$ cat src/rtl/bli201_pkg.sv
// bli201_pkg: shared state encoding and constants for the BLI201 fetch path.
package bli201_pkg;
  typedef enum logic [1:0] {S_RESET, S_FETCH, S_HALT} state_t;
  localparam logic [31:0] INST_NOP = 32'h0000_0013;
endpackage

$ cat src/rtl/ifu_fifo.sv
// ifu_fifo: synchronous {pc, inst} buffer with push, pop, flush, count, full and empty.
module ifu_fifo #(
  parameter int DEPTH = 2,
  parameter int WIDTH = 64
) (
  input  logic                     clk,
  input  logic                     rst,
  input  logic                     push,
  input  logic                     pop,
  input  logic                     flush,
  input  logic [WIDTH-1:0]         din,
  output logic [WIDTH-1:0]         dout,
  output logic [$clog2(DEPTH):0]   count,
  output logic                     full,
  output logic                     empty
);
  localparam int AW = $clog2(DEPTH);
  logic [WIDTH-1:0] mem [DEPTH];
  logic [AW-1:0] wr_ptr, rd_ptr;
  assign dout  = mem[rd_ptr];
  assign full  = count == (AW+1)'(DEPTH);
  assign empty = count == '0;
  always_ff @(posedge clk) begin
    if (rst) begin
      wr_ptr <= '0;
      rd_ptr <= '0;
      count  <= '0;
      for (int i = 0; i < DEPTH; i++) mem[i] <= '0;
    end else if (flush) begin
      wr_ptr <= '0;
      rd_ptr <= '0;
      count  <= '0;
    end else begin
      if (push) begin
        mem[wr_ptr] <= din;
        wr_ptr      <= wr_ptr + AW'(1);
      end
      if (pop) rd_ptr <= rd_ptr + AW'(1);
      count <= count + (AW+1)'(push) - (AW+1)'(pop);
    end
  end
endmodule

$ cat src/rtl/ifu.sv
// ifu: BLI201 instruction fetch unit; credit-limited word fetch into a small buffer feeding decode.
// Optional BLI201_IFU_MISALIGN_CHK_EN halts on misaligned redirects and adds ifu_o_misalign.
module ifu
  import bli201_pkg::*;
#(
  parameter logic [31:0] RESET_PC   = 32'h0000_0000,
  parameter int          FIFO_DEPTH = 2
) (
  input  logic        clk,
  input  logic        rst,
  output logic        ifu_o_mem_req_valid,
  input  logic        ifu_i_mem_req_ready,
  output logic [31:0] ifu_o_mem_addr,
  input  logic        ifu_i_mem_rsp_valid,
  input  logic [31:0] ifu_i_mem_rsp_data,
  output logic        ifu_o_inst_valid,
  input  logic        ifu_i_inst_ready,
  output logic [31:0] ifu_o_inst,
  output logic [31:0] ifu_o_pc,
  input  logic        ifu_i_redirect,
  input  logic [31:0] ifu_i_redirect_pc
`ifdef BLI201_IFU_MISALIGN_CHK_EN
  ,
  output logic        ifu_o_misalign
`endif
);
  localparam int CW = $clog2(FIFO_DEPTH) + 1;
  state_t state, state_n;
  logic [31:0] req_pc, rsp_pc, tgt;
  logic [CW-1:0] outstanding, drop_cnt, count;
  logic [63:0] head;
  logic req_hs, push, pop, full, empty;
  always_comb begin
`ifdef BLI201_IFU_MISALIGN_CHK_EN
    state_n = ifu_i_redirect ? (|ifu_i_redirect_pc[1:0] ? S_HALT : S_FETCH)
                             : (state == S_HALT ? S_HALT : S_FETCH);
    tgt     = ifu_i_redirect_pc;
`else
    state_n = S_FETCH;
    tgt     = ifu_i_redirect_pc & ~32'h3;
`endif
  end
`ifdef BLI201_IFU_MISALIGN_CHK_EN
  assign ifu_o_misalign = state == S_HALT;
`endif
  // Requests and buffered words together never exceed the buffer, so responses always fit.
  assign ifu_o_mem_req_valid = state == S_FETCH && !ifu_i_redirect &&
                               ({1'b0, outstanding} + {1'b0, count}) < (CW+1)'(FIFO_DEPTH);
  assign ifu_o_mem_addr      = req_pc;
  assign req_hs              = ifu_o_mem_req_valid && ifu_i_mem_req_ready;
  assign push                = ifu_i_mem_rsp_valid && !ifu_i_redirect && drop_cnt == '0;
  assign pop                 = ifu_o_inst_valid && ifu_i_inst_ready;
  assign ifu_o_inst_valid    = !empty;
  assign ifu_o_pc            = head[63:32];
  assign ifu_o_inst          = head[31:0];
  ifu_fifo #(.DEPTH(FIFO_DEPTH), .WIDTH(64)) u_fifo (
    .clk   (clk),
    .rst   (rst),
    .push  (push),
    .pop   (pop),
    .flush (ifu_i_redirect),
    .din   ({rsp_pc, ifu_i_mem_rsp_data}),
    .dout  (head),
    .count (count),
    .full  (full),
    .empty (empty)
  );
  always_ff @(posedge clk) begin
    if (rst) begin
      state       <= S_RESET;
      req_pc      <= RESET_PC;
      rsp_pc      <= RESET_PC;
      outstanding <= '0;
      drop_cnt    <= '0;
    end else begin
      state       <= state_n;
      outstanding <= outstanding + CW'(req_hs) - CW'(ifu_i_mem_rsp_valid);
      if (ifu_i_redirect) begin
        req_pc   <= tgt;
        rsp_pc   <= tgt;
        drop_cnt <= outstanding - CW'(ifu_i_mem_rsp_valid);
      end else begin
        if (req_hs) req_pc <= req_pc + 32'd4;
        if (push) rsp_pc <= rsp_pc + 32'd4;
        if (ifu_i_mem_rsp_valid && drop_cnt != '0) drop_cnt <= drop_cnt - CW'(1);
      end
      if (full && push) assert (pop);
    end
  end
endmodule
$ cat config.mk
export PLATFORM = sky130hd
export DESIGN_NAME = ifu
export DESIGN_NICKNAME = d
export VERILOG_FILES = /design/src/rtl/bli201_pkg.sv /design/src/rtl/ifu_fifo.sv /design/src/rtl/ifu.sv
export SDC_FILE = /design/constraint.sdc
export NUM_CORES = 1
export LEC_CHECK = 0
export CAP_MARGIN = 20
export CELL_PAD_IN_SITES_DETAIL_PLACEMENT = 0
export CELL_PAD_IN_SITES_GLOBAL_PLACEMENT = 1
export CORE_ASPECT_RATIO = 1.25
export CORE_MARGIN = 2
export CORE_UTILIZATION = 43
export CTS_CLUSTER_SIZE = 12
export DETAILED_ROUTE_END_ITERATION = 10
export PLACE_DENSITY_LB_ADDON = 0.1
export SLEW_MARGIN = 20
export SYNTH_ARGS = -nofsm -noshare
export SYNTH_HDL_FRONTEND = slang
export SYNTH_HIERARCHICAL = 1
export SYNTH_SLANG_ARGS = --single-unit
$ cat constraint.sdc
create_clock -name clk -period 4.31 [get_ports clk]
set_clock_uncertainty 0.1 [all_clocks]
set_input_delay 0.6465 -clock clk [delete_from_list [all_inputs] [get_ports clk]]
set_output_delay 0.6465 -clock clk [all_outputs]
set_load 0.02 [all_outputs]
# --- Yosys cells after proc, flatten, opt, wreduce, memory -nomap -nowiden ---
# Memories as Yosys holds them, arrays and structs flattened. A register that Yosys moved wholly into a read port is not among the register bits.
# Cells that the tools add are included.
classes:
  add_sub_neg: 11
  magnitude_cmp: 1
  eq_ne: 1
  n_mux: 18
  reduce_logical: 17
op_table:
  columns: ["cell", "n"]
  rows:
  - ["$mux W32", 4]
  - ["$add A32 B3 Y32 const B", 2]
  - ["$mux W64", 1]
  - ["$reduce_or A64 Y1", 1]
  - ["$mux W1", 11]
  - ["$reduce_bool A2 Y1", 4]
  - ["$logic_and A1 B1 Y1", 7]
  - ["$sub A2 B1 Y2", 3]
  - ["$add A2 B1 Y2", 2]
  - ["$logic_not A2 Y1", 2]
  - ["$mux W2", 2]
  - ["$add A2 B2 Y3", 1]
  - ["$lt A3 B2 Y1 const B", 1]
  - ["$add A1 B1 Y1 const B", 2]
  - ["$logic_not A1 Y1", 2]
  - ["$reduce_or A2 Y1", 1]
  - ["$sub A2 B1 Y2 const B", 1]
  - ["$eq A1 B1 Y1 const B", 1]
totals:
  reg_bits: 73
  ramBits: 128
  out_inout_bits: 98
  wordCells: 59
  memories: 1
memory_table:
  columns: ["memory", "depth", "width", "rd", "rd_ports_with_merged_regs", "write_ports", "line", "source"]
  rows:
  - ["u_fifo.mem", 2, 64, 1, 1, 2, "ifu_fifo.sv:18", "logic [WIDTH-1:0] mem [DEPTH];"]

# --- Logic depth before layout (Yosys ltp) ---
# Gate-level depths: netlist (run 1).
depth:
  word_depth: 9
  depth_mapped: 10
  depth_no_buf: 10

# --- Cells and area by module ---
# Netlist (run 1), hierarchy kept.
modules_own_cells:
  columns: ["mod", "n_inst", "cells_each", "area_each_um2", "seq_area_each_um2"]
  rows:
  - ["ifu_fifo", 1, 380, 5919.4, 3943.8]
  - ["ifu", 1, 413, 3639.7, 1301.2]

# --- Worst setup path before layout (run 1) ---
# OpenSTA, ideal clock, no wires.
synth_timing:
  path_kind: "input to register"
  from: "input ifu_i_redirect"
  to: "memory u_fifo.mem[0][0], enable pin"
  arrival_time_ns: 3.051
  required_ns: 3.789
  slack_ns: 0.738
  path_stages: 6
  path_cell_list: "clkbuf_1 > clkbuf_1 > nor2_1 > nor2b_4 > clkbuf_1 > a21o_1"
synth_lines:
  columns: ["item", "line", "source"]
  rows:
  - ["start, declared", "ifu.sv:20", "input logic ifu_i_redirect,"]
  - ["end, declared", "ifu_fifo.sv:18", null]

==> impl_metrics.env, run 1 <==
export IMPL_status="finished, final reports clean"
export IMPL_vias=6523
export IMPL_fmax_mhz=302
export IMPL_endpoint_kind="output pin"
export IMPL_grtUsageTotal=0.191
export IMPL_clk_pin_slew_ns=0.08
export IMPL_grt_overflow=0
export IMPL_tightest_slew_ns=0.900
export IMPL_viasPerCell=5.31
export IMPL_wl_per_cell_um=17.9
export IMPL_power_density_nw_per_um2=358
export IMPL_rrSetupSlack_ns=1.62
export IMPL_critical_path_arrival_ns=2.57
export IMPL_start_kind="flop"
export IMPL_area_growth_pct=23.9
export IMPL_grt_pass1_wl_mm=34.4
export IMPL_cp_required_ns=3.56
export IMPL_insertion_delay_ns=0.43
export IMPL_crit_family="flip-flops"
export IMPL_dp_slack_ns=1.14
export IMPL_port_buffers=163
export IMPL_grt_max_degree=65
export IMPL_final_util=0.536
export IMPL_cp_slowest_cell="dfxtp_2"
export IMPL_layout_commonest_cell="clkdlybuf4s50_1"
export IMPL_pwr_share_clk=0.348
export IMPL_dr_pass1_iters=4
export IMPL_root_buffer="clkbuf_16"
export IMPL_hold_path_class="flop to flop"
export IMPL_p_switching_mw=1.09
export IMPL_critPathBufInv=2
export IMPL_switching_share=0.257
export IMPL_crit_path_max_fanout=35
export IMPL_post_cts_buffers=0
export IMPL_diodes=0
export IMPL_drc=0
export IMPL_pwr_share_comb=0.132
export IMPL_syn_area_um2=9550
export IMPL_finalNetCount=1012
export IMPL_setup_ws_ns=0.994
export IMPL_cpPeakStageDelay_ns=0.91
export IMPL_p_seq_frac=0.519
export IMPL_worstSetupPathType="flop to output pin"
export IMPL_yosysWarnings=6
export IMPL_reg2reg_depth=10
export IMPL_slew_viol_final=0
export IMPL_fin_cells=1229
export IMPL_clock_sinks=198
export IMPL_p_leak_nw=4.66
export IMPL_numCtsBuffers=17
export IMPL_die_w_um=137
export IMPL_gp_congestion=0.896
export IMPL_tritoncts="built"
export IMPL_setup_viol=0
export IMPL_grt_pass1_vias=6546
export IMPL_p_int_mw=3.15
export IMPL_period_share=0.769
export IMPL_rsz0062_at_grt="false"
export IMPL_placed_cells=1197
export IMPL_worstSetupPathDepth=3
export IMPL_final_cell_mix="clkdlybuf4s50_1, and3_1, edfxtp_1"
export IMPL_start_util=0.433
export IMPL_die_y_um=171
export IMPL_drtIter0Drc=378
export IMPL_fp_dieArea_um2=23400
export IMPL_antenna_found_initial=0
export IMPL_syn_avg_cell_area_um2=12.1
export IMPL_cp_endpoint="ifu_o_pc[4]"
export IMPL_wl_mm=22.0
export IMPL_syn_inst=792
export IMPL_finalHoldViolations=0
export IMPL_worstReg2RegStart="outstanding[0]$_SDFF_PP0_"
export IMPL_postRouteAntennaNets=0
export IMPL_period_needed_ns=3.32
export IMPL_hold_buffers=0
export IMPL_post_cts_resized=0
export IMPL_drive_gt1_frac=0.131
export IMPL_hpwl_mm=14.9
export IMPL_finalPower_mw=4.23
export IMPL_timing_rr_end="outstanding[1]$_SDFF_PP0_"
export IMPL_slew_headroom=0.400
export IMPL_core_um2=22100
export IMPL_rows=61
export IMPL_tns_ns=0
export IMPL_path_cells="buf_12 > mux2_2 > clkdlybuf4s50_1"
export IMPL_ioPinCount=168
export IMPL_cap_violations=0
export IMPL_clockBufferDepth=2
export IMPL_ir_drop_mv=0.269
export IMPL_cts_htree_levels=4
-- power groups by stage --
stage,clock network [mW],registers (mW),logic [mW]
after floorplan,0,2.24,0.301
after global placement,0,2.23,0.556
after detailed placement,0,2.24,0.563
after CTS,1.51,2.20,0.567
after global routing,1.58,2.21,0.606
final,1.47,2.20,0.560
-- tightest hold or removal path, cell delays in order, from the launching register on --
cell and delay (ns):
dfxtp_1 0.36, nand2_1 0.07, a31oi_1 0.07
-- stage by stage --
stage / area [um^2] / hold slack (ns)
3_3_place_gp: 11300 / 0.428
2_1_floorplan: 9570 / 0.418
3_5_place_dp: 11300 / 0.439
6_report: 11800 / 0.455
4_1_cts: 11800 / 0.457
5_1_grt: 11800 / 0.488
-- flip-flops by register name, indices dropped and copies added (netlist names), 2 cells and up, named ones only --
| name | flops |
|---|---|
| outstanding | 2 |
| u_fifo/mem | 128 |
| u_fifo/count | 2 |
| ifu_o_mem_addr | 30 |
| rsp_pc | 30 |
| drop_cnt | 2 |
-- cell type report --
cell class	count	area (um^2)
clock inverters	15	123
multi-input cells	522	3840
inverters	17	63.8
fillers	1870	10200
clock buffers	17	425
repair buffers	177	1770
flip-flops and latches	198	5250
well taps	283	354
-- per-layer routing --
| layer | routed length, um | track usage |
|---|---|---|
| met1 | 9740 | 0.236 |
| met2 | 11100 | 0.336 |
| met3 | 828 | 0.0356 |
| met4 | 348 | 0.0569 |
| met5 | 0 | 0 |
-- worst min path at each step --
stage / startpoint / end / slack [ns] / cells past startpoint
4_1_cts: ifu_o_mem_addr[3]$_SDFFE_PP0P_ / ifu_o_mem_addr[3]$_SDFFE_PP0P_ / 0.46 / 2
2_1_floorplan: u_fifo/rd_ptr$_SDFFE_PP0P_ / flop / 0.42 / 2
3_3_place_gp: ifu_o_mem_addr[3]$_SDFFE_PP0P_ / ifu_o_mem_addr[3]$_SDFFE_PP0P_ / 0.43 / 2
5_1_grt: u_fifo/rd_ptr$_SDFFE_PP0P_ / flop / 0.49 / 2
3_5_place_dp: ifu_o_mem_addr[3]$_SDFFE_PP0P_ / ifu_o_mem_addr[3]$_SDFFE_PP0P_ / 0.44 / 2
6_report: ifu_o_mem_addr[3]$_SDFFE_PP0P_ / ifu_o_mem_addr[3]$_SDFFE_PP0P_ / 0.46 / 2
Power figures use the tool's default switching activity.
==> inputs of run 2 (changes only) <==
--- a/config.mk
+++ b/config.mk
@@ -10,7 +10,7 @@
 export CELL_PAD_IN_SITES_GLOBAL_PLACEMENT = 1
 export CORE_ASPECT_RATIO = 1.25
 export CORE_MARGIN = 2
-export CORE_UTILIZATION = 43
+export CORE_UTILIZATION = 38
 export CTS_CLUSTER_SIZE = 12
 export DETAILED_ROUTE_END_ITERATION = 10
 export PLACE_DENSITY_LB_ADDON = 0.1
==> constraint.sdc (replaced) <==
create_clock -name clk -period 3 [get_ports clk]
set_clock_uncertainty 0.1 [all_clocks]
set_input_delay 0.45 -clock clk [delete_from_list [all_inputs] [get_ports clk]]
set_output_delay 0.45 -clock clk [all_outputs]
set_load 0.02 [all_outputs]
==> run 2 against run 1 <==
Compared with the run above:
- via count rose by 1.4%
- total power increased by 46%
- critical endpoint is now ifu_o_mem_req_valid
- global-route usage fell by 1.6 points
==> impl_metrics.env, run 2 (synthesis results as in run 1) <==
export IMPL_finalNetCount=1020
export IMPL_grt_overflow=0
export IMPL_final_cell_mix="clkdlybuf4s50_1, and3_1, edfxtp_1"
export IMPL_hold_buffers=0
export IMPL_numCtsBuffers=17
export IMPL_status="finished, final reports clean"
export IMPL_layout_commonest_cell="clkdlybuf4s50_1"
export IMPL_worstReg2RegStart="u_fifo/count[0]$_SDFF_PP0_"
export IMPL_multi_input_area_um2=3840
export IMPL_cp_slowest_cell="fa_1"
export IMPL_tns_ns=0
export IMPL_p_leak_nw=4.72
export IMPL_fp_dieArea_um2=26400
export IMPL_post_cts_buffers=0
export IMPL_core_um2=24600
export IMPL_die_w_um=146
export IMPL_cap_violations=0
export IMPL_setup_viol=0
export IMPL_rsz0062_at_grt="false"
export IMPL_drc=0
export IMPL_drtIter0Drc=306
export IMPL_grt_max_degree=121
export IMPL_hold_ws_ns=0.453
export IMPL_cp_endpoint="ifu_o_mem_req_valid"
export IMPL_rrSetupSlack_ns=0.36
export IMPL_fillers=2252
export IMPL_cts_htree_levels=4
export IMPL_rows=64
export IMPL_grt_pass1_vias=6789
export IMPL_period_needed_ns=2.75
export IMPL_worstSetupPathType="flop to output pin"
export IMPL_finalHoldViolations=0
export IMPL_wl_mm=23.1
export IMPL_post_cts_resized=1
export IMPL_grt_pass1_wl_mm=36.5
export IMPL_regArea_um2=5250
export IMPL_period_share=0.915
export IMPL_ir_drop_mv=0.369
export IMPL_clockBufferDepth=2
export IMPL_cp_required_ns=2.45
export IMPL_top_register="u_fifo/mem"
export IMPL_port_buffers=163
export IMPL_gp_congestion=0.831
export IMPL_die_y_um=181
export IMPL_path_cells="and2_1 > fa_1 > nor4b_2 > dlygate4sd2_1"
export IMPL_ioPinCount=168
export IMPL_viasPerCell=5.15
export IMPL_hold_path_class="flop to flop"
export IMPL_wl_per_cell_um=18.0
export IMPL_timing_rr_end="outstanding[1]$_SDFF_PP0_"
export IMPL_clk_pin_slew_ns=0.08
export IMPL_postRouteAntennaNets=0
export IMPL_power_density_nw_per_um2=514
export IMPL_antenna_found_initial=0
export IMPL_vias=6616
export IMPL_diodes=0
export IMPL_slew_headroom=0.668
export IMPL_final_util=0.488
export IMPL_clock_sinks=198
export IMPL_drive_gt1_frac=0.139
export IMPL_tritoncts="built"
export IMPL_start_util=0.389
export IMPL_largest_reg_flops=128
export IMPL_endpoint_kind="output pin"
export IMPL_critical_path_arrival_ns=2.20
export IMPL_dr_pass1_iters=5
export IMPL_start_kind="flop"
export IMPL_fmax_mhz=364
export IMPL_area_growth_pct=25.6
export IMPL_tightest_slew_ns=0.497
export IMPL_slew_viol_final=0
export IMPL_insertion_delay_ns=0.43
export IMPL_root_buffer="clkbuf_16"
export IMPL_hpwl_mm=15.6
export IMPL_reg2reg_depth=10
export IMPL_grtUsageTotal=0.175
export IMPL_crit_path_max_fanout=3
export IMPL_cpPeakStageDelay_ns=0.46
export IMPL_startpoint="u_fifo/count[0]$_SDFF_PP0_"
run 2: cell types whose count changed in the layout (fill, tap and decap cells not counted), moves of 2 or more:
cell        previous run  this run
buf_4                 11        16
inv_6                  2         5
buf_12                 3         6
clkinvlp_4             0         2
clkinv_4               8         2
run 2: worst min-delay path by stage:
stage	from	to	slack [ns]	cells past startpoint
floorplan	u_fifo/rd_ptr$_SDFFE_PP0P_	flop	0.42	2
global placement	ifu_o_mem_addr[3]$_SDFFE_PP0P_	ifu_o_mem_addr[3]$_SDFFE_PP0P_	0.43	2
detailed placement	ifu_o_mem_addr[3]$_SDFFE_PP0P_	ifu_o_mem_addr[3]$_SDFFE_PP0P_	0.44	2
CTS	ifu_o_mem_addr[3]$_SDFFE_PP0P_	ifu_o_mem_addr[3]$_SDFFE_PP0P_	0.45	2
global route	u_fifo/rd_ptr$_SDFFE_PP0P_	u_fifo/rd_ptr$_SDFFE_PP0P_	0.49	2
finish	ifu_o_mem_addr[3]$_SDFFE_PP0P_	ifu_o_mem_addr[3]$_SDFFE_PP0P_	0.45	2
run 2: area by class of cell:
cell class	count	share of cell area
clock buffer	17	0.0355
inverter	17	0.00532
sequential	198	0.437
tap	330	0.0344
clock inverter	15	0.0113
timing repair buffer	185	0.156
multi-input combinational	522	0.320
run 2: worst max-delay path, delay by kind of cell, from the launching register on:
kind / cells / cell delay (ns)
buf+inv: 1 / 0.39
flops: 1 / 0.38
simple gates: 2 / 0.54
fa+ha+maj: 1 / 0.46
run 2: layer usage:
| layer | share of wire | GRT usage |
|---|---|---|
| met3 | 0.038 | 0.0295 |
| met2 | 0.50 | 0.305 |
| met1 | 0.45 | 0.225 |
| met4 | 0.0097 | 0.0459 |
| met5 | 0 | 0 |
run 2: stage by stage:
stage | setup WS (ns) | instances | power [mW] | cell area [um^2]
4_1_cts | 0.230 | 1284 | 6.23 | 12000
6_report | 0.254 | 1284 | 6.16 | 12000
2_1_floorplan | 0.173 | 797 | 3.65 | 9570
3_5_place_dp | 0.293 | 1252 | 4.05 | 11400
3_3_place_gp | 0.342 | 1252 | 4.03 | 11400
5_1_grt | 0.0932 | 1284 | 6.40 | 12000
run 2: power by group:
group	switching, mW	internal [mW]	leakage [nW]
clock network	1.08	1.10	0.271
registers	0.112	3.04	1.91
logic	0.421	0.404	2.54
total	1.62	4.55	4.72
